### config.mk
export PLATFORM = sky130hd
export DESIGN_NAME = pipelined_chunk_incdec
export DESIGN_NICKNAME = d
export VERILOG_FILES = /design/src/rtl/incdec_pkg.sv /design/src/rtl/incdec_slice.sv /design/src/rtl/pipelined_chunk_incdec.sv
export SDC_FILE = /design/constraint.sdc
export NUM_CORES = 1
export LEC_CHECK = 0
export ABC_AREA = 0
export ABC_CLOCK_PERIOD_IN_PS = 2930
export BUFFER_PORTS_ARGS = -buffer_cell sky130_fd_sc_hd__buf_2
export CAP_MARGIN = 20
export CELL_PAD_IN_SITES_DETAIL_PLACEMENT = 0
export CELL_PAD_IN_SITES_GLOBAL_PLACEMENT = 2
export CORE_ASPECT_RATIO = 0.9
export CORE_UTILIZATION = 43
export CTS_CLUSTER_DIAMETER = 80
export DETAILED_ROUTE_END_ITERATION = 8
export PLACE_DENSITY_LB_ADDON = 0.1
export RECOVER_POWER = 25
export SLEW_MARGIN = 20
export SYNTH_ARGS = -nofsm -noshare
export SYNTH_HDL_FRONTEND = slang
export SYNTH_HIERARCHICAL = 1
export SYNTH_SLANG_ARGS = --single-unit
### constraint.sdc
create_clock -name clk -period 2.93 [get_ports clk]
set_clock_uncertainty 0.15 [all_clocks]
set_input_delay 0.293 -clock clk [delete_from_list [all_inputs] [get_ports clk]]
set_output_delay 0.293 -clock clk [all_outputs]
set_load 0.01 [all_outputs]
### src/rtl/incdec_pkg.sv
// Package: incdec_pkg
// Shared definitions for the pipelined chunked increment/decrement unit.
//   op_e      : operation select (OP_INC = a+1, OP_DEC = a-1)
//   calc_nch  : number of CHUNK-bit carry slices in a WIDTH-bit operand
//   calc_lat  : number of pipeline stages (slices / slices-per-stage)
// The per-stage record (valid, op, carry, data) depends on WIDTH, so the
// struct itself is declared inside the top module next to its parameters.
package incdec_pkg;

  typedef enum logic {
    OP_INC = 1'b0,
    OP_DEC = 1'b1
  } op_e;

  function automatic int calc_nch(input int width, input int chunk);
    return width / chunk;
  endfunction

  function automatic int calc_lat(input int nch, input int stage_chunks);
    return nch / stage_chunks;
  endfunction

endpackage

### src/rtl/incdec_slice.sv
// Module: incdec_slice
// One CHUNK-bit carry slice: s = a + cin, cout = carry out of the slice.
// Purely combinational; the decrement mode is handled by the caller by
// inverting the operand and result around this slice.
// Ports:
//   a    in  CHUNK  operand bits of this slice
//   cin  in  1      carry into the slice
//   s    out CHUNK  sum bits
//   cout out 1      carry out (set only when a is all-ones and cin = 1)
module incdec_slice #(
  parameter int CHUNK = 2
) (
  input  logic [CHUNK-1:0] a,
  input  logic             cin,
  output logic [CHUNK-1:0] s,
  output logic             cout
);

  assign {cout, s} = {1'b0, a} + {{CHUNK{1'b0}}, cin};

endmodule

### src/rtl/pipelined_chunk_incdec.sv
// Module: pipelined_chunk_incdec
// Pipelined WIDTH-bit +1 / -1 unit built from CHUNK-bit carry slices, with a
// register stage every STAGE_CHUNKS slices and valid/ready handshakes on both
// sides (one result per cycle at full throughput, LAT = WIDTH/(CHUNK*STAGE_CHUNKS)).
// Optional feature macro: SATURATE_EN -- when defined, results clamp instead
// of wrapping (inc of all-ones gives all-ones, dec of zero gives zero) and
// out_co acts as the saturation flag. When undefined, results wrap modulo 2^WIDTH.
// Ports:
//   clk        in   1      clock, rising edge
//   rst        in   1      asynchronous active-high reset
//   flush      in   1      synchronous drop of every in-flight operation
//   in_valid   in   1      input operation valid
//   in_ready   out  1      unit accepts an operation this cycle
//   in_a       in   WIDTH  operand
//   in_dec     in   1      0 = a+1, 1 = a-1
//   out_valid  out  1      result valid
//   out_ready  in   1      consumer accepts result
//   out_s      out  WIDTH  result
//   out_co     out  1      carry (inc of all-ones) / borrow (dec of zero)
module pipelined_chunk_incdec
  import incdec_pkg::*;
#(
  parameter int WIDTH        = 8,
  parameter int CHUNK        = 2,
  parameter int STAGE_CHUNKS = 1
) (
  input  logic             clk,
  input  logic             rst,
  input  logic             flush,
  input  logic             in_valid,
  output logic             in_ready,
  input  logic [WIDTH-1:0] in_a,
  input  logic             in_dec,
  output logic             out_valid,
  input  logic             out_ready,
  output logic [WIDTH-1:0] out_s,
  output logic             out_co
);

  localparam int NCH = calc_nch(WIDTH, CHUNK);
  localparam int LAT = calc_lat(NCH, STAGE_CHUNKS);

  // Stage record: the register of stage k holds the carry into slice
  // k*STAGE_CHUNKS, already-finished low slices and still-raw high slices.
  typedef struct packed {
    logic             valid;
    op_e              op;
    logic             carry;
    logic [WIDTH-1:0] data;
  } stage_t;

  if (WIDTH % (CHUNK * STAGE_CHUNKS) != 0) begin : g_bad_width
    $error("pipelined_chunk_incdec: WIDTH must be a multiple of CHUNK*STAGE_CHUNKS");
  end

  for (genvar gi = 0; gi < LAT; gi++) begin : g_stage
    stage_t                 stg_reg;
    stage_t                 src;
    stage_t                 proc;
    logic                   rdy;
    logic                   rdy_next;
    logic [CHUNK-1:0]       ps [STAGE_CHUNKS];
    logic [WIDTH-1:0]       pdata;

    // Stage 0 takes the raw operand with carry-in 1; later stages take the
    // partially processed record of the stage before.
    if (gi == 0) begin : g_src_in
      assign src = '{valid: in_valid, op: op_e'(in_dec), carry: 1'b1, data: in_a};
    end else begin : g_src_prev
      assign src = g_stage[gi-1].proc;
    end

    if (gi == LAT - 1) begin : g_rdy_out
      assign rdy_next = out_ready;
    end else begin : g_rdy_chain
      assign rdy_next = g_stage[gi+1].rdy;
    end

    // A stage may load when empty or when its content moves on this edge;
    // this lets bubbles collapse and a stall back up one stage per cycle.
    assign rdy = !stg_reg.valid || rdy_next;

    always_ff @(posedge clk or posedge rst) begin
      if (rst) begin
        stg_reg <= '0;
      end else if (flush) begin
        stg_reg.valid <= 1'b0;
      end else if (rdy) begin
        stg_reg <= src;
      end
    end

    // Slices owned by this stage. Decrement is ~(~a + 1): invert in and out
    // so the carry chain is the same increment chain for both modes.
    for (genvar gj = 0; gj < STAGE_CHUNKS; gj++) begin : g_slice
      localparam int LO = (gi * STAGE_CHUNKS + gj) * CHUNK;
      logic [CHUNK-1:0] a_raw;
      logic [CHUNK-1:0] a_in;
      logic [CHUNK-1:0] s_raw;
      logic             cin;
      logic             cout;

      if (gj == 0) begin : g_cin_reg
        assign cin = stg_reg.carry;
      end else begin : g_cin_chain
        assign cin = g_slice[gj-1].cout;
      end

      assign a_raw = stg_reg.data[LO +: CHUNK];
      assign a_in  = (stg_reg.op == OP_DEC) ? ~a_raw : a_raw;

      incdec_slice #(
        .CHUNK(CHUNK)
      ) u_slice (
        .a    (a_in),
        .cin  (cin),
        .s    (s_raw),
        .cout (cout)
      );

      assign ps[gj] = (stg_reg.op == OP_DEC) ? ~s_raw : s_raw;
    end

    always_comb begin
      pdata = stg_reg.data;
      for (int j = 0; j < STAGE_CHUNKS; j++) begin
        pdata[(gi * STAGE_CHUNKS + j) * CHUNK +: CHUNK] = ps[j];
      end
    end

    assign proc = '{valid: stg_reg.valid, op: stg_reg.op,
                    carry: g_slice[STAGE_CHUNKS-1].cout, data: pdata};
  end

  // Flush wins over a concurrent accept, so refuse input during it.
  assign in_ready  = g_stage[0].rdy && !flush;

  // The last stage's slices are evaluated combinationally from its register,
  // so the result holds as long as that register holds (i.e. while stalled).
  assign out_valid = g_stage[LAT-1].proc.valid;
  assign out_co    = g_stage[LAT-1].proc.carry;

`ifdef SATURATE_EN
  // On overflow the operand was all-ones (inc) or zero (dec): clamp there.
  assign out_s = out_co ? {WIDTH{g_stage[LAT-1].proc.op == OP_INC}}
                        : g_stage[LAT-1].proc.data;
`else
  assign out_s = g_stage[LAT-1].proc.data;
`endif

endmodule
**Word-level counts from Yosys, hierarchy flattened**

Index checks and enable logic that the tools add are counted.

- Register bits after elaboration: 44
- Bits of input ports: 14
- Output and inout port bits: 11
- Logic and storage cells: 63

- $add $sub $neg: 4
- Mux-type cells: 16
- Bitwise gates (word level): 9
- Reduce and logical (&&, ||, !) cells: 18

Operators with widths:

| operator | number |
|---|---|
| 11-bit two-way mux | 4 |
| 2-bit two-way mux | 8 |
| 2-bit NOT | 8 |
| 2-bit by 1-bit adder with 3-bit output | 4 |
| 2-bit AND reduction | 4 |
| 2-bit nonzero test | 4 |
| 1-bit zero test | 5 |
| 1-bit logical OR | 4 |
| 1-bit two-way mux | 4 |
| 1-bit logical AND | 1 |
| 1-bit NOT | 1 |

**Logic depth before layout (Yosys ltp)**

Gate-level depths: netlist of the first run.

- Depth after elaboration: 7
- Depth in mapped cells: 6
- Depth with buffers taken out: 5

**Cells and area by module**

The synthesis of the first run kept the hierarchy.

By module, submodules not included:

| module | times used | cells an instance | area each (um^2) | sequential area each (um^2) |
|---|---|---|---|---|
| pipelined_chunk_incdec | 1 | 130 | 1928.1 | 1101.1 |
| incdec_slice | 4 | 2 | 25.0 | 0.0 |

**Least setup slack after synthesis of the first run**

No wires, ideal clock.

- Kind: reg2out
- Start: reg g_stage[3].stg_reg (netlist bit g_stage[3].proc[9])
- End: out out_s[7]
- Arrival: 1.406 ns
- Required time: 2.487 ns
- Slack: 1.081 ns
- Cell stages (with the launch flop): 7
- Path buffers: 2
- Cell sequence: dfrtp_1 -> clkbuf_1 -> xor2_1 -> ha_1 -> ha_1 -> xor2_1 -> buf_4

RTL lines:

| element | RTL line | RTL |
|---|---|---|
| from (decl) | pipelined_chunk_incdec.sv:57 | `stage_t stg_reg;` |
| from (signal assigned) | pipelined_chunk_incdec.sv:89 | `stg_reg <= src;` |
| to (decl) | pipelined_chunk_incdec.sv:36 | `output logic [WIDTH-1:0] out_s,` |

**Worst setup path after layout of the first run**

- Start: reg g_stage[2].stg_reg (netlist bit g_stage[2].proc[10])
- End: out in_ready

- Word-level cells in the longest chain between the ends: 5

RTL lines:

| element | RTL line | RTL |
|---|---|---|
| from (decl) | pipelined_chunk_incdec.sv:57 |  |
| from (signal assigned) | pipelined_chunk_incdec.sv:89 |  |
| 1-bit zero test | pipelined_chunk_incdec.sv:81 | `assign rdy = !stg_reg.valid \|\| rdy_next;` |
| 1-bit logical OR (3 in series) | pipelined_chunk_incdec.sv:81 |  |
| 1-bit logical AND | pipelined_chunk_incdec.sv:136 | `assign in_ready = g_stage[0].rdy && !flush;` |
| to (decl) | pipelined_chunk_incdec.sv:31 | `output logic in_ready,` |

No other way between the ends.

==> results of run 1 <==
metal layers:
metal  up-vias  track usage, %
met5         -               0
met2        22            19.0
li1        494               -
met4         0            4.25
met3         2            4.48
met1       507            19.6
power by group through the flow:
stage | clock network, W | logic, W | registers (W)
finish | 0.000377 | 0.000399 | 0.000837
detailed placement | 0 | 0.000408 | 0.000854
floorplan | 0 | 0.000414 | 0.000807
CTS | 0.000395 | 0.000410 | 0.000840
global route | 0.000422 | 0.000462 | 0.000858
global placement | 0 | 0.000399 | 0.000845
flip-flops by register name, indices dropped and copies added (netlist names):
name,cells
g_stage.pdata,18
g_stage.g_slice.a_raw,8
g_stage.proc,7
out_s,6
g_stage.g_slice.cin,4
out_valid,1
metrics by stage:
step	cell area, sq um	utilization [%]	setup WS [ns]
after CTS	2220	49.5	0.762
after detailed placement	2130	47.5	1.07
after global placement	2130	47.5	1.10
after floorplan	2030	-	1.08
final	2220	49.4	0.800
after global routing	2220	49.4	0.680
cell usage in the layout (no fill, tap or decap), drive strengths merged:
cell / count
and2b: 1
nor2: 8
inv: 1
buf: 24
xor2: 16
and3b: 1
dfrtp: 44
clkbuf: 9
a21oi: 2
ha: 8
mux2: 39
or2: 1
a31oi: 2
logic make-up (layout without fill, tap and decap cells):
logic type	count (synthesis)	count (layout)	synth area share [%]
DFF	44	44	54.3
and+or+nand+nor	11	11	3.09
adders and majority gates	8	8	4.94
buffers and inverters	16	34	5.24
AOI/OAI and AO/OA	4	4	2.41
muxes	39	39	23.1
xor gates and xnor gates	16	16	6.91
path summary, 6_finish.rpt:
check | start | to | depth (start not counted)
min in group asynchronous | rst | g_stage[2].pdata[2]$_DFFE_PP0P_ | 3
min | in_a[2] | g_stage[0].pdata[2]$_DFFE_PP0P_ | 2
min reg2reg | g_stage[0].g_slice[0].cin$_DFFE_PP0P_ | g_stage[0].g_slice[0].cin$_DFFE_PP0P_ | 1
max in group asynchronous | rst | g_stage[3].g_slice[0].a_raw[0]$_DFFE_PP0P_ | 3
max | g_stage[2].proc[10]$_DFFE_PP0P_ | in_ready | 3
max reg2reg | g_stage[0].proc[9]$_DFFE_PP0P_ | g_stage[1].pdata[1]$_DFFE_PP0P_ | 5
area by class of cell:
class / instances / area [sq um]
Sequential cell: 44 / 1100
Fill cell: 416 / 2270
Multi-Input combinational cell: 78 / 821
Clock buffer: 8 / 90.1
Tap cell: 62 / 77.6
Timing Repair Buffer: 25 / 125
Inverter: 1 / 3.75
==> impl_results.rst, run 1 <==
.. list-table::
   :header-rows: 1

   * - Metric
     - Value
   * - Final-layout setup total negative slack
     - 0 ns
   * - WL per Instance
     - 13.1 microns
   * - Iter 0 DRT Violations
     - 11
   * - Met3 wirelength from detailed routing
     - 103 microns
   * - Max-slew violation total from the final report
     - 0
   * - Mean cell area of the mapped netlist
     - 14.7 sq um
   * - Crit end category
     - primary output
   * - Fraction of layout cells with a size suffix above 1
     - 48.1%
   * - Yosys reg bits
     - 44
   * - Ranking of synthesized cells by instance count
     - 44 x sky130_fd_sc_hd__dfrtp_1, 31 x sky130_fd_sc_hd__mux2_2, 16 x sky130_fd_sc_hd__xor2_1
   * - Area of the core
     - 4490 sq um
   * - Final instance count without filler cells
     - 218
   * - Number of unique standard cell types used by synthesis
     - 20
   * - Fraction of power consumed by the clock network
     - 23.4%
   * - EDFF count, synth
     - 0
   * - Worst-path cell chain
     - and3b_1 > a31oi_4 > buf_2
   * - RSZ-0062 raised after global routing
     - no
   * - Remaining antenna violation count after routing
     - 0
   * - Top-area cell type share of the netlist area
     - 54.3%
   * - Sum of routed wire length over all layers
     - 2850 microns
   * - Vias in the first global route
     - 1027
   * - Kind of start point of the critical path
     - register
   * - Register clock-pin slew on the reported worst setup and hold paths
     - 0.08 ns
   * - Count leader, synth
     - sky130_fd_sc_hd__dfrtp_1
   * - Number of setup buffers added after CTS
     - 0
   * - Highest cell delay on the worst timing path
     - 0.50 ns
   * - Maxcap violations
     - 0
   * - FF-to-FF setup slack
     - 1.09 ns
   * - Pre-antenna DRT Iters
     - 2
   * - Relative slew margins
     - 29.7%
   * - TritonCTS Sinks
     - 44
   * - Root cell of the clock tree
     - sky130_fd_sc_hd__clkbuf_8
   * - CTS H-Tree Depth
     - 2
   * - Period utilisation layout
     - 72.7%
   * - Metal1 wirelength
     - 1500 microns
   * - Number of top-level pins
     - 25
   * - Area added between synthesis and finish
     - 9.38%
   * - Number of diodes added for antenna fixing
     - 0
   * - Internal power
     - 0.00117 W
   * - Number of instances resized during post-cts repair
     - 0
   * - Met2 wirelength from detailed routing
     - 1230 microns
   * - Effective utilization at floorplan
     - 45.2%
   * - CTS buffer count
     - 5
   * - Overall overflow remaining after global route
     - 0
   * - Die boundary height
     - 67.2 microns
   * - Overall global routing resource usage
     - 13.5%
   * - Width of the die
     - 74.4 microns
   * - Port Buffers
     - 24
   * - Hold_ws
     - 0.0856 ns
   * - Maximum fanout along the worst path
     - 11
   * - Placed cells
     - 210
   * - Share of the yosys chip area belonging to registers
     - 54.3%
   * - Dominant synthesized flop cell
     - sky130_fd_sc_hd__dfrtp_1
   * - GP Congestion
     - 0.658
   * - Die footprint
     - 5000 sq um
   * - Synth area leader
     - sky130_fd_sc_hd__dfrtp_1
   * - Cell Pwr Density
     - 728 nW/um^2
   * - Combined area of all synthesized cells
     - 2030 sq um
   * - Placed wire-length estimate
     - 2050 microns
   * - Highest routing layer actually used
     - met4
   * - Total count of hold-check failures in the final report
     - 0
   * - Synth Instances
     - 138
   * - Combined buffer and inverter count along the critical path
     - 1
   * - Critical path class
     - register to primary output
   * - Worst ir drop on vdd
     - 334 uV
   * - Transition time at the pin with the least slew margin
     - 1.06 ns
   * - Hold bufs inserted after CTS
     - 0
   * - Slowest cell on crit path
     - sky130_fd_sc_hd__a31oi_4
   * - Time the final worst path needs with I/O delays and setup
     - 2.13 ns
   * - Number of remaining DRC errors
     - 0
   * - Largest net degree at the start of global routing
     - 45
   * - Number of vias in the routed layout
     - 1025
   * - Clock tree from TritonCTS
     - yes
   * - Cell family contributing the most delay on the critical path
     - compound AO/OA/AOI/OAI gates
   * - WP data required
     - 2.49 ns
   * - Final setup violation count
     - 0
   * - Data arrival at the endpoint of the critical path
     - 1.69 ns
   * - Share of total power in sequential cells
     - 51.9%
   * - Outcome
     - finished clean
   * - Max Freq
     - 469 MHz
   * - Rows
     - 23
   * - CTS Buffer Depth
     - 2
   * - Number of nets in the layout
     - 177
   * - Antenna violations before repair
     - 0
   * - Yosys warning total
     - 6
   * - Switching Share
     - 27.4%
   * - Clock latency of the later-clocked register in the worst-skew pair
     - 0.28 ns
   * - Share of synthesized flip-flops with an asynchronous set or reset
     - 100%
   * - Leakage power
     - 1.05 nW
   * - Portion of total power attributed to combinational logic
     - 24.7%
   * - Nets in the synthesized netlist
     - 160
   * - Power dissipated by switching net loads
     - 0.000441 W
   * - Total Power Consumption
     - 0.00161 W
   * - Average via count per standard cell
     - 4.70
   * - Classification of the worst-slack hold path
     - primary input to register
   * - Cells taking the most area after synthesis
     - sky130_fd_sc_hd__dfrtp_1 54%, sky130_fd_sc_hd__mux2_2 17%, sky130_fd_sc_hd__xor2_1 6.9%, sky130_fd_sc_hd__mux2_4 5.9%, sky130_fd_sc_hd__ha_1 4.9%
   * - Global-route wire length before repair
     - 5020 microns
No activity file was read; power rests on OpenSTA's default activity.
==> inputs of run 2 (changes only) <==
--- a/config.mk
+++ b/config.mk
@@ -6,13 +6,13 @@
 export NUM_CORES = 1
 export LEC_CHECK = 0
 export ABC_AREA = 0
-export ABC_CLOCK_PERIOD_IN_PS = 2930
+export ABC_CLOCK_PERIOD_IN_PS = 1900
 export BUFFER_PORTS_ARGS = -buffer_cell sky130_fd_sc_hd__buf_2
 export CAP_MARGIN = 20
 export CELL_PAD_IN_SITES_DETAIL_PLACEMENT = 0
 export CELL_PAD_IN_SITES_GLOBAL_PLACEMENT = 2
 export CORE_ASPECT_RATIO = 0.9
-export CORE_UTILIZATION = 43
+export CORE_UTILIZATION = 36
 export CTS_CLUSTER_DIAMETER = 80
 export DETAILED_ROUTE_END_ITERATION = 8
 export PLACE_DENSITY_LB_ADDON = 0.1
==> constraint.sdc (replaced) <==
create_clock -name clk -period 1.9 [get_ports clk]
set_clock_uncertainty 0.15 [all_clocks]
set_input_delay 0.19 -clock clk [delete_from_list [all_inputs] [get_ports clk]]
set_output_delay 0.19 -clock clk [all_outputs]
set_load 0.01 [all_outputs]
==> impl_results.rst, run 2 (synthesis gave the netlist of run 1 again) <==
.. list-table::
   :header-rows: 1

   * - Metric
     - Value
   * - Outcome
     - finished, violations left
   * - Start point of the worst hold path
     - flush
   * - Relative slew margins
     - 48.1% (+18 points)
   * - Transition time at the pin with the least slew margin
     - 0.779 ns (-0.276 ns)
   * - Final instance count without filler cells
     - 245 (+12%)
   * - PnR worst setup slack
     - -0.0155 ns (-0.815 ns)
   * - Highest cell delay on the worst timing path
     - 0.41 ns (-0.09 ns)
   * - Number of diodes added for antenna fixing
     - 0 (unchanged)
   * - Vias in the first global route
     - 1205 (+17%)
   * - Time the final worst path needs with I/O delays and setup
     - 1.92 ns
   * - Fill cells
     - 493 (+19%)
   * - Combined buffer and inverter count along the critical path
     - 1 (unchanged)
   * - Post-route standard cell area excluding fillers
     - 2460 sq um (+11%)
   * - Maxcap violations
     - 0 (unchanged)
   * - Share of total power in sequential cells
     - 48.9% (-3.0 points)
   * - Sum of routed wire length over all layers
     - 3140 microns (+10%)
   * - Overall global routing resource usage
     - 13.0% (-0.56 points)
   * - Fraction of power consumed by the clock network
     - 23.0% (-0.4 points)
   * - Largest register FFs
     - 18 (unchanged)
   * - Crit end category
     - primary output
   * - Internal power
     - 0.00187 W (+59%)
   * - Most numerous cell on the critical path
     - sky130_fd_sc_hd__xor2_1
   * - Power dissipated by switching net loads
     - 0.000730 W (+65%)
   * - Classification of the worst-slack hold path
     - primary input to register
   * - Hold path cells
     - 2 (unchanged)
   * - Clock tree from TritonCTS
     - yes
   * - Area added between synthesis and finish
     - 21.2%
   * - Most common cell after layout, fill and taps aside
     - sky130_fd_sc_hd__dfrtp_1
   * - Reg-to-reg critical path endpoint
     - g_stage[1].pdata[7]$_DFFE_PP0P_
   * - Fraction of layout cells with a size suffix above 1
     - 52.2% (+4.2 points)
   * - Slowest cell on crit path
     - sky130_fd_sc_hd__dfrtp_2
   * - Data arrival at the endpoint of the critical path
     - 1.58 ns (-0.11 ns)
   * - Register clock-pin slew on the reported worst setup and hold paths
     - 0.08 ns (about the same)
   * - Global-route wire length before repair
     - 5760 microns (+15%)
   * - Portion of total power attributed to combinational logic
     - 28.0% (+3.3 points)
   * - Number of remaining DRC errors
     - 0 (unchanged)
   * - Root cell of the clock tree
     - sky130_fd_sc_hd__clkbuf_8
   * - Number of top-level pins
     - 25 (unchanged)
   * - Multi-input combinational cell area
     - 845 sq um (+2.9%)
   * - Cell Pwr Density
     - 1060 nW/um^2 (+45%)
   * - Area of the core
     - 5350 sq um (+19%)
   * - Switching Share
     - 28.1% (+0.78 points)
   * - Placed wire-length estimate
     - 2280 microns (+11%)
   * - Rows
     - 25 (+8.7%)
   * - Total count of hold-check failures in the final report
     - 0 (unchanged)
   * - Iter 0 DRT Violations
     - 21 (+10)
   * - Launch instance of the worst register-to-register path
     - out_valid$_DFFE_PP0P_
   * - Leakage power
     - 1.15 nW (+10%)
   * - Max-slew violation total from the final report
     - 0 (unchanged)
   * - WP data required
     - 1.56 ns (-0.93 ns)
   * - Violated checks
     - setup timing
   * - Number of nets in the layout
     - 199 (+12%)
   * - Total Power Consumption
     - 0.00260 W (+61%)
   * - Cell family contributing the most delay on the critical path
     - adder cells
   * - Worst Reg-to-Reg Cells
     - 4 (-1)
   * - Width of the die
     - 81.1 microns (+9.0%)
   * - FF-to-FF setup slack
     - 0.11 ns (-0.98 ns)
   * - Antenna violations before repair
     - 0 (unchanged)
   * - Placed cells
     - 221 (+5.2%)
   * - Period utilisation layout
     - 101%
   * - Hold_ws
     - 0.0951 ns (+0.00950 ns)
   * - CTS H-Tree Depth
     - 2 (unchanged)
   * - CTS buffer count
     - 5 (unchanged)
   * - Largest net degree at the start of global routing
     - 32 (-29%)
   * - Average via count per standard cell
     - 4.49 (-4.6%)
   * - Die footprint
     - 5940 sq um (+19%)
   * - Storage element area
     - 1100 sq um (+0.11%)
   * - CTS Buffer Depth
     - 2 (unchanged)
   * - Final setup violation count
     - 1 (+1)
   * - Placed cell areas
     - 2190 sq um (+3.0%)
   * - WL per Instance
     - 12.8 microns (-1.9%)
   * - Overall overflow remaining after global route
     - 0 (unchanged)
   * - Die boundary height
     - 73.2 microns (+9.0%)
   * - Effective utilization at floorplan
     - 37.9% (-7.3 points)
   * - GP Congestion
     - 0.724 (+10%)
   * - Critical path class
     - register to primary output
   * - Worst-path cell chain
     - xor2_1 > ha_2 > ha_4 > xor2_1 > buf_2
   * - Port Buffers
     - 24 (unchanged)
   * - TritonCTS Sinks
     - 44 (unchanged)
   * - Pre-antenna DRT Iters
     - 3 (+1)
   * - Max Freq
     - 522 MHz
   * - Most frequent cells in the layout
     - 43 x sky130_fd_sc_hd__dfrtp_1, 31 x sky130_fd_sc_hd__mux2_2, 24 x sky130_fd_sc_hd__buf_2
   * - RSZ-0062 raised after global routing
     - yes
   * - Maximum fanout along the worst path
     - 2 (-9)
   * - Kind of start point of the critical path
     - register
   * - Worst ir drop on vdd
     - 475 uV (+42%)
   * - Clock latency of the later-clocked register in the worst-skew pair
     - 0.29 ns (about the same)
   * - Number of vias in the routed layout
     - 1099 (+7.2%)
   * - Remaining antenna violation count after routing
     - 0 (unchanged)
   * - Hold EP
     - g_stage[2].proc[10]$_DFFE_PP0P_
[run 2: cell count changes in the layout (fill, tap and decap cells not counted), sizes merged]
cell / previous run / this run
clkbuf: 9 / 7
clkinv: 0 / 2
buf: 24 / 35
dlygate4sd3: 0 / 11
[run 2: per-layer routing]
layer  vias up  GRT usage (%)  part of all wire (%)
li1        537              -                     -
met1       536           16.9                    50
met2        24           20.4                    45
met4         0           4.17                  0.54
met3         2           4.13                   4.2
met5         -              0                     0
[run 2: power groups by stage]
| stage | Clock [W] | Combinational [W] | Sequential, W |
|---|---|---|---|
| after global placement | 0 | 0.000660 | 0.00129 |
| after detailed placement | 0 | 0.000679 | 0.00130 |
| after floorplan | 0 | 0.000639 | 0.00124 |
| final | 0.000598 | 0.000728 | 0.00127 |
| after global routing | 0.000663 | 0.000821 | 0.00131 |
| after CTS | 0.000625 | 0.000745 | 0.00128 |
[run 2: how the worst max path moves through the flow]
stage | start | endpoint | slack (ns) | cells after the start
after floorplan | g_stage[0].proc[9]$_DFFE_PP0P_ | g_stage[1].pdata[1]$_DFFE_PP0P_ | 0.08 | 6
after global placement | g_stage[0].proc[9]$_DFFE_PP0P_ | g_stage[1].pdata[1]$_DFFE_PP0P_ | 0.22 | 5
after detailed placement | g_stage[3].proc[9]$_DFFE_PP0P_ | out_s[7] | 0.17 | 5
after CTS | g_stage[3].proc[9]$_DFFE_PP0P_ | out_s[7] | -0.03 | 5
after global routing | g_stage[3].proc[9]$_DFFE_PP0P_ | out_s[7] | -0.14 | 5
final | g_stage[3].proc[9]$_DFFE_PP0P_ | out_s[7] | -0.02 | 5
[run 2: what timing repair did]
action / 4_1_cts / 5_1_grt
endpoints found under the setup margin: 2 / 2
pin swaps: 3 / 1
hold buffers: 11 / 0
resized for setup: 5 / 0
buffers inserted: 2 / 3
endpoints found under the hold margin: 40 / 0
[run 2: metrics by stage]
stage	utilization, %	TNS [ns]	worst slack [ns]
floorplan	-	0	0.0823
global placement	41.0	0	0.219
detailed placement	41.0	0	0.171
CTS	45.6	-0.0343	-0.0343
global route	45.9	-0.140	-0.140
finish	45.9	-0.0155	-0.0155
[run 2: layout make-up]
cell class                 count  area share [%]
timing repair buffer          47            13.4
clock inverter                 2           0.407
sequential                    44            44.9
inverter                       1           0.153
clock buffer                   6            3.36
multi-input combinational     78            34.4
tap                           67            3.41
==> inputs of run 3 (changes only) <==
--- a/config.mk
+++ b/config.mk
@@ -20,5 +20,4 @@
 export SLEW_MARGIN = 20
 export SYNTH_ARGS = -nofsm -noshare
 export SYNTH_HDL_FRONTEND = slang
-export SYNTH_HIERARCHICAL = 1
 export SYNTH_SLANG_ARGS = --single-unit
==> impl_results.rst, run 3 <==
.. list-table::
   :header-rows: 1

   * - Metric
     - Value
   * - Root cell of the clock tree
     - sky130_fd_sc_hd__clkbuf_8
   * - EDFF count, synth
     - 0 (unchanged)
   * - Average via count per standard cell
     - 4.44 (-0.92%)
   * - Cell Pwr Density
     - 1050 nW/um^2 (-0.70%)
   * - Most frequent cells in the layout
     - 44 x sky130_fd_sc_hd__dfrtp_1, 31 x sky130_fd_sc_hd__mux2_2, 24 x sky130_fd_sc_hd__buf_2
   * - Area added between synthesis and finish
     - 20.8%
   * - Effective utilization at floorplan
     - 38.0% (about the same)
   * - Start point of the worst hold path
     - in_valid
   * - Clock latency of the later-clocked register in the worst-skew pair
     - 0.29 ns (about the same)
   * - Nets in the synthesized netlist
     - 158 (-1.3%)
   * - Synth Instances
     - 137 (-0.72%)
   * - Final setup violation count
     - 0 (-1)
   * - Die footprint
     - 5910 sq um (-0.48%)
   * - Most common cell after layout, fill and taps aside
     - sky130_fd_sc_hd__dfrtp_1
   * - Leakage power
     - 1.14 nW (-0.78%)
   * - CTS buffer count
     - 5 (unchanged)
   * - Number of top-level pins
     - 25 (unchanged)
   * - Largest net degree at the start of global routing
     - 33 (+3.1%)
   * - CTS Buffer Depth
     - 2 (unchanged)
   * - Crit end category
     - primary output
   * - Share of the yosys chip area belonging to registers
     - 54.6% (+0.27 points)
   * - Max-slew violation total from the final report
     - 0 (unchanged)
   * - Portion of total power attributed to combinational logic
     - 26.6% (-1.4 points)
   * - Overall overflow remaining after global route
     - 0 (unchanged)
   * - Data arrival at the endpoint of the critical path
     - 1.56 ns (-0.02 ns)
   * - FF-to-FF setup slack
     - 0.09 ns (-0.02 ns)
   * - Clock tree from TritonCTS
     - yes
   * - Worst Reg-to-Reg Cells
     - 4 (unchanged)
   * - Relative slew margins
     - 47.6% (-0.50 points)
   * - Number of diodes added for antenna fixing
     - 0 (unchanged)
   * - Hold EP
     - g_stage[0].proc[10]$_DFFE_PP0P_
   * - Width of the die
     - 80.9 microns (-0.24%)
   * - CTS H-Tree Depth
     - 2 (unchanged)
   * - Period utilisation layout
     - 99.9% (-0.88 points)
   * - Ranking of synthesized cells by instance count
     - 44 x sky130_fd_sc_hd__dfrtp_1, 31 x sky130_fd_sc_hd__mux2_2, 16 x sky130_fd_sc_hd__xor2_1, 8 x sky130_fd_sc_hd__buf_4, 8 x sky130_fd_sc_hd__mux2_4
   * - Vias in the first global route
     - 1134 (-5.9%)
   * - Yosys warning total
     - 0 (-6)
   * - Cells taking the most area after synthesis
     - sky130_fd_sc_hd__dfrtp_1 55%, sky130_fd_sc_hd__mux2_2 17%, sky130_fd_sc_hd__xor2_1 6.9%, sky130_fd_sc_hd__mux2_4 6.0%, sky130_fd_sc_hd__ha_1 4.3%
   * - GP Congestion
     - 0.686 (-5.2%)
   * - Kind of start point of the critical path
     - register
   * - Worst-path cell chain
     - xor2_1 > ha_4 > xor2_1 > buf_2
   * - Count leader, synth
     - sky130_fd_sc_hd__dfrtp_1
   * - Pre-antenna DRT Iters
     - 2 (-1)
   * - Power dissipated by switching net loads
     - 0.000714 W (-2.1%)
   * - Mean cell area of the mapped netlist
     - 14.7 sq um (+0.23%)
   * - Critical path class
     - register to primary output
   * - Antenna violations before repair
     - 0 (unchanged)
   * - Number of remaining DRC errors
     - 0 (unchanged)
   * - Number of nets in the layout
     - 196 (-1.5%)
   * - Fraction of synthesized area in multiplexers
     - 23.2% (+0.11 points)
   * - Synthesized-area fraction occupied by and/or/nand/nor cells
     - 3.41% (+0.33 points)
   * - Maximum fanout along the worst path
     - 3 (+1)
   * - Share of synthesized flip-flops with an asynchronous set or reset
     - 100% (unchanged)
   * - Sum of routed wire length over all layers
     - 3210 microns (+2.1%)
   * - Adder and majority gate portion of the synthesized area
     - 4.34% (-0.60 points)
   * - Slowest cell on crit path
     - sky130_fd_sc_hd__dfrtp_1
   * - Remaining antenna violation count after routing
     - 0 (unchanged)
   * - Time the final worst path needs with I/O delays and setup
     - 1.90 ns (-0.0167 ns)
   * - Port Buffers
     - 24 (unchanged)
   * - Synth area leader
     - sky130_fd_sc_hd__dfrtp_1
   * - Fraction of layout cells with a size suffix above 1
     - 51.1% (-1.1 points)
   * - Internal power
     - 0.00184 W (-1.3%)
   * - Dominant synthesized flop cell
     - sky130_fd_sc_hd__dfrtp_1
   * - Fill cells
     - 490 (-0.61%)
   * - Switching Share
     - 28.0% (-0.18 points)
   * - Total count of hold-check failures in the final report
     - 0 (unchanged)
   * - RSZ-0062 raised after global routing
     - yes
   * - Yosys reg bits
     - 44 (unchanged)
   * - Area of the core
     - 5320 sq um (-0.58%)
   * - Placed wire-length estimate
     - 2280 microns (+0.36%)
   * - WP data required
     - 1.56 ns (about the same)
   * - Iter 0 DRT Violations
     - 53 (+150%)
   * - Fraction of the mapped netlist area in compound gates
     - 2.42% (+0.012 points)
   * - Most numerous cell on the critical path
     - sky130_fd_sc_hd__xor2_1
   * - Global-route wire length before repair
     - 5600 microns (-2.9%)
   * - Top-area cell type share of the netlist area
     - 54.6% (+0.27 points)
   * - Fraction of power consumed by the clock network
     - 23.2% (+0.2 points)
   * - Highest cell delay on the worst timing path
     - 0.43 ns (+0.02 ns)
   * - Total Power Consumption
     - 0.00256 W (-1.5%)
   * - Launch instance of the worst register-to-register path
     - out_valid$_DFFE_PP0P_
   * - Register clock-pin slew on the reported worst setup and hold paths
     - 0.08 ns (about the same)
   * - Rows
     - 25 (unchanged)
   * - Post-route standard cell area excluding fillers
     - 2440 sq um (-0.81%)
   * - Largest register FFs
     - 18 (unchanged)
   * - Maxcap violations
     - 0 (unchanged)
   * - Number of vias in the routed layout
     - 1080 (-1.7%)
   * - Number of unique standard cell types used by synthesis
     - 21 (+5.0%)
   * - Placed cell areas
     - 2180 sq um (-0.63%)
   * - Max Freq
     - 527 MHz (+0.88%)
   * - TritonCTS Sinks
     - 44 (unchanged)
   * - Overall global routing resource usage
     - 13.0% (+0.084 points)
   * - Classification of the worst-slack hold path
     - primary input to register
   * - Reg-to-reg critical path endpoint
     - g_stage[1].pdata[5]$_DFFE_PP0P_
   * - Synth Area in XOR/XNOR
     - 6.94% (+0.034 points)
   * - Transition time at the pin with the least slew margin
     - 0.786 ns (+0.00743 ns)
   * - Largest family of logic cells by synthesized area
     - multiplexers
   * - Worst ir drop on vdd
     - 529 uV (+11%)
   * - Hold path cells
     - 3 (+1)
   * - WL per Instance
     - 13.2 microns (+2.9%)
   * - Share of total power in sequential cells
     - 50.2% (+1.3 points)
   * - Die boundary height
     - 73.0 microns (-0.24%)
   * - Outcome
     - finished clean
   * - Combined area of all synthesized cells
     - 2020 sq um (-0.49%)
-- run 3: worst max-delay path by stage --
| stage | start | end |
|---|---|---|
| 2_1_floorplan | g_stage[0].proc[9]$_DFFE_PP0P_ | g_stage[1].pdata[1]$_DFFE_PP0P_ |
| 3_3_place_gp | g_stage[1].proc[9]$_DFFE_PP0P_ | g_stage[2].pdata[3]$_DFFE_PP0P_ |
| 3_5_place_dp | g_stage[1].proc[9]$_DFFE_PP0P_ | g_stage[2].pdata[3]$_DFFE_PP0P_ |
| 4_1_cts | g_stage[3].proc[9]$_DFFE_PP0P_ | out_s[7] |
| 5_1_grt | g_stage[3].proc[9]$_DFFE_PP0P_ | out_s[7] |
| 6_report | g_stage[3].proc[9]$_DFFE_PP0P_ | out_s[7] |
-- run 3: cell families (layout without fill, tap and decap cells) --
kind of cell             after synthesis  count (layout)
AO/OA/AOI/OAI                          4               4
XOR/XNOR                              16              16
adder cells (fa/ha/maj)                7               7
buffers and inverters                 15              54
flip-flops                            44              44
multiplexers                          39              39
AND/OR/NAND/NOR                       12              12
-- run 3: metrics by stage --
step | utilization [%] | TNS, ns | worst slack [ns] | instances | hold slack, ns
2_1_floorplan | - | 0 | 0.0993 | 137 | 0.167
3_3_place_gp | 41.0 | 0 | 0.160 | 220 | 0.145
3_5_place_dp | 41.0 | 0 | 0.121 | 220 | 0.155
4_1_cts | 45.2 | -0.00608 | -0.00608 | 240 | 0.0166
5_1_grt | 45.8 | -0.0688 | -0.0688 | 243 | 0.00846
6_report | 45.8 | 0 | 0.00124 | 243 | 0.0155
-- run 3: cell type report --
| class | count | area (sq um) | area share [%] |
|---|---|---|---|
| well taps | 67 | 83.8 | 3.44 |
| clock inverters | 2 | 10.0 | 0.411 |
| clock buffers | 6 | 82.6 | 3.39 |
| multi-input cells | 78 | 831 | 34.1 |
| repair buffers | 45 | 325 | 13.3 |
| flip-flops and latches | 44 | 1100 | 45.2 |
| inverters | 1 | 3.75 | 0.154 |
-- run 3: power groups by stage --
stage               clock network, W  logic, W  registers, W
floorplan                          0  0.000592       0.00125
global placement                   0  0.000613       0.00130
detailed placement                 0  0.000639       0.00131
CTS                         0.000619  0.000694       0.00129
global route                0.000669  0.000758       0.00132
finish                      0.000592  0.000681       0.00128
-- run 3: worst max-delay path: cells and delay by family, from the launching register on --
kind	cells	cell delay (ns)
adders and majority gates	1	0.26
DFF	1	0.43
buffers and inverters	1	0.14
xor gates and xnor gates	2	0.43
-- run 3: repair_timing --
| item | CTS | global route |
|---|---|---|
| setup buffers | 2 | 3 |
| hold buffers | 10 | 0 |
| pin swaps | 2 | 2 |
| endpoints found under the setup margin | 2 | 2 |
| resized for setup | 3 | 0 |
| hold endpoints to repair | 40 | 0 |
-- run 3: per-layer routing --
metal	vias to the layer above	global-route usage, %	wire, microns
li1	533	-	-
met2	25	19.2	1420
met1	518	17.9	1590
met4	0	4.17	27
met5	-	0	0
met3	4	4.50	167
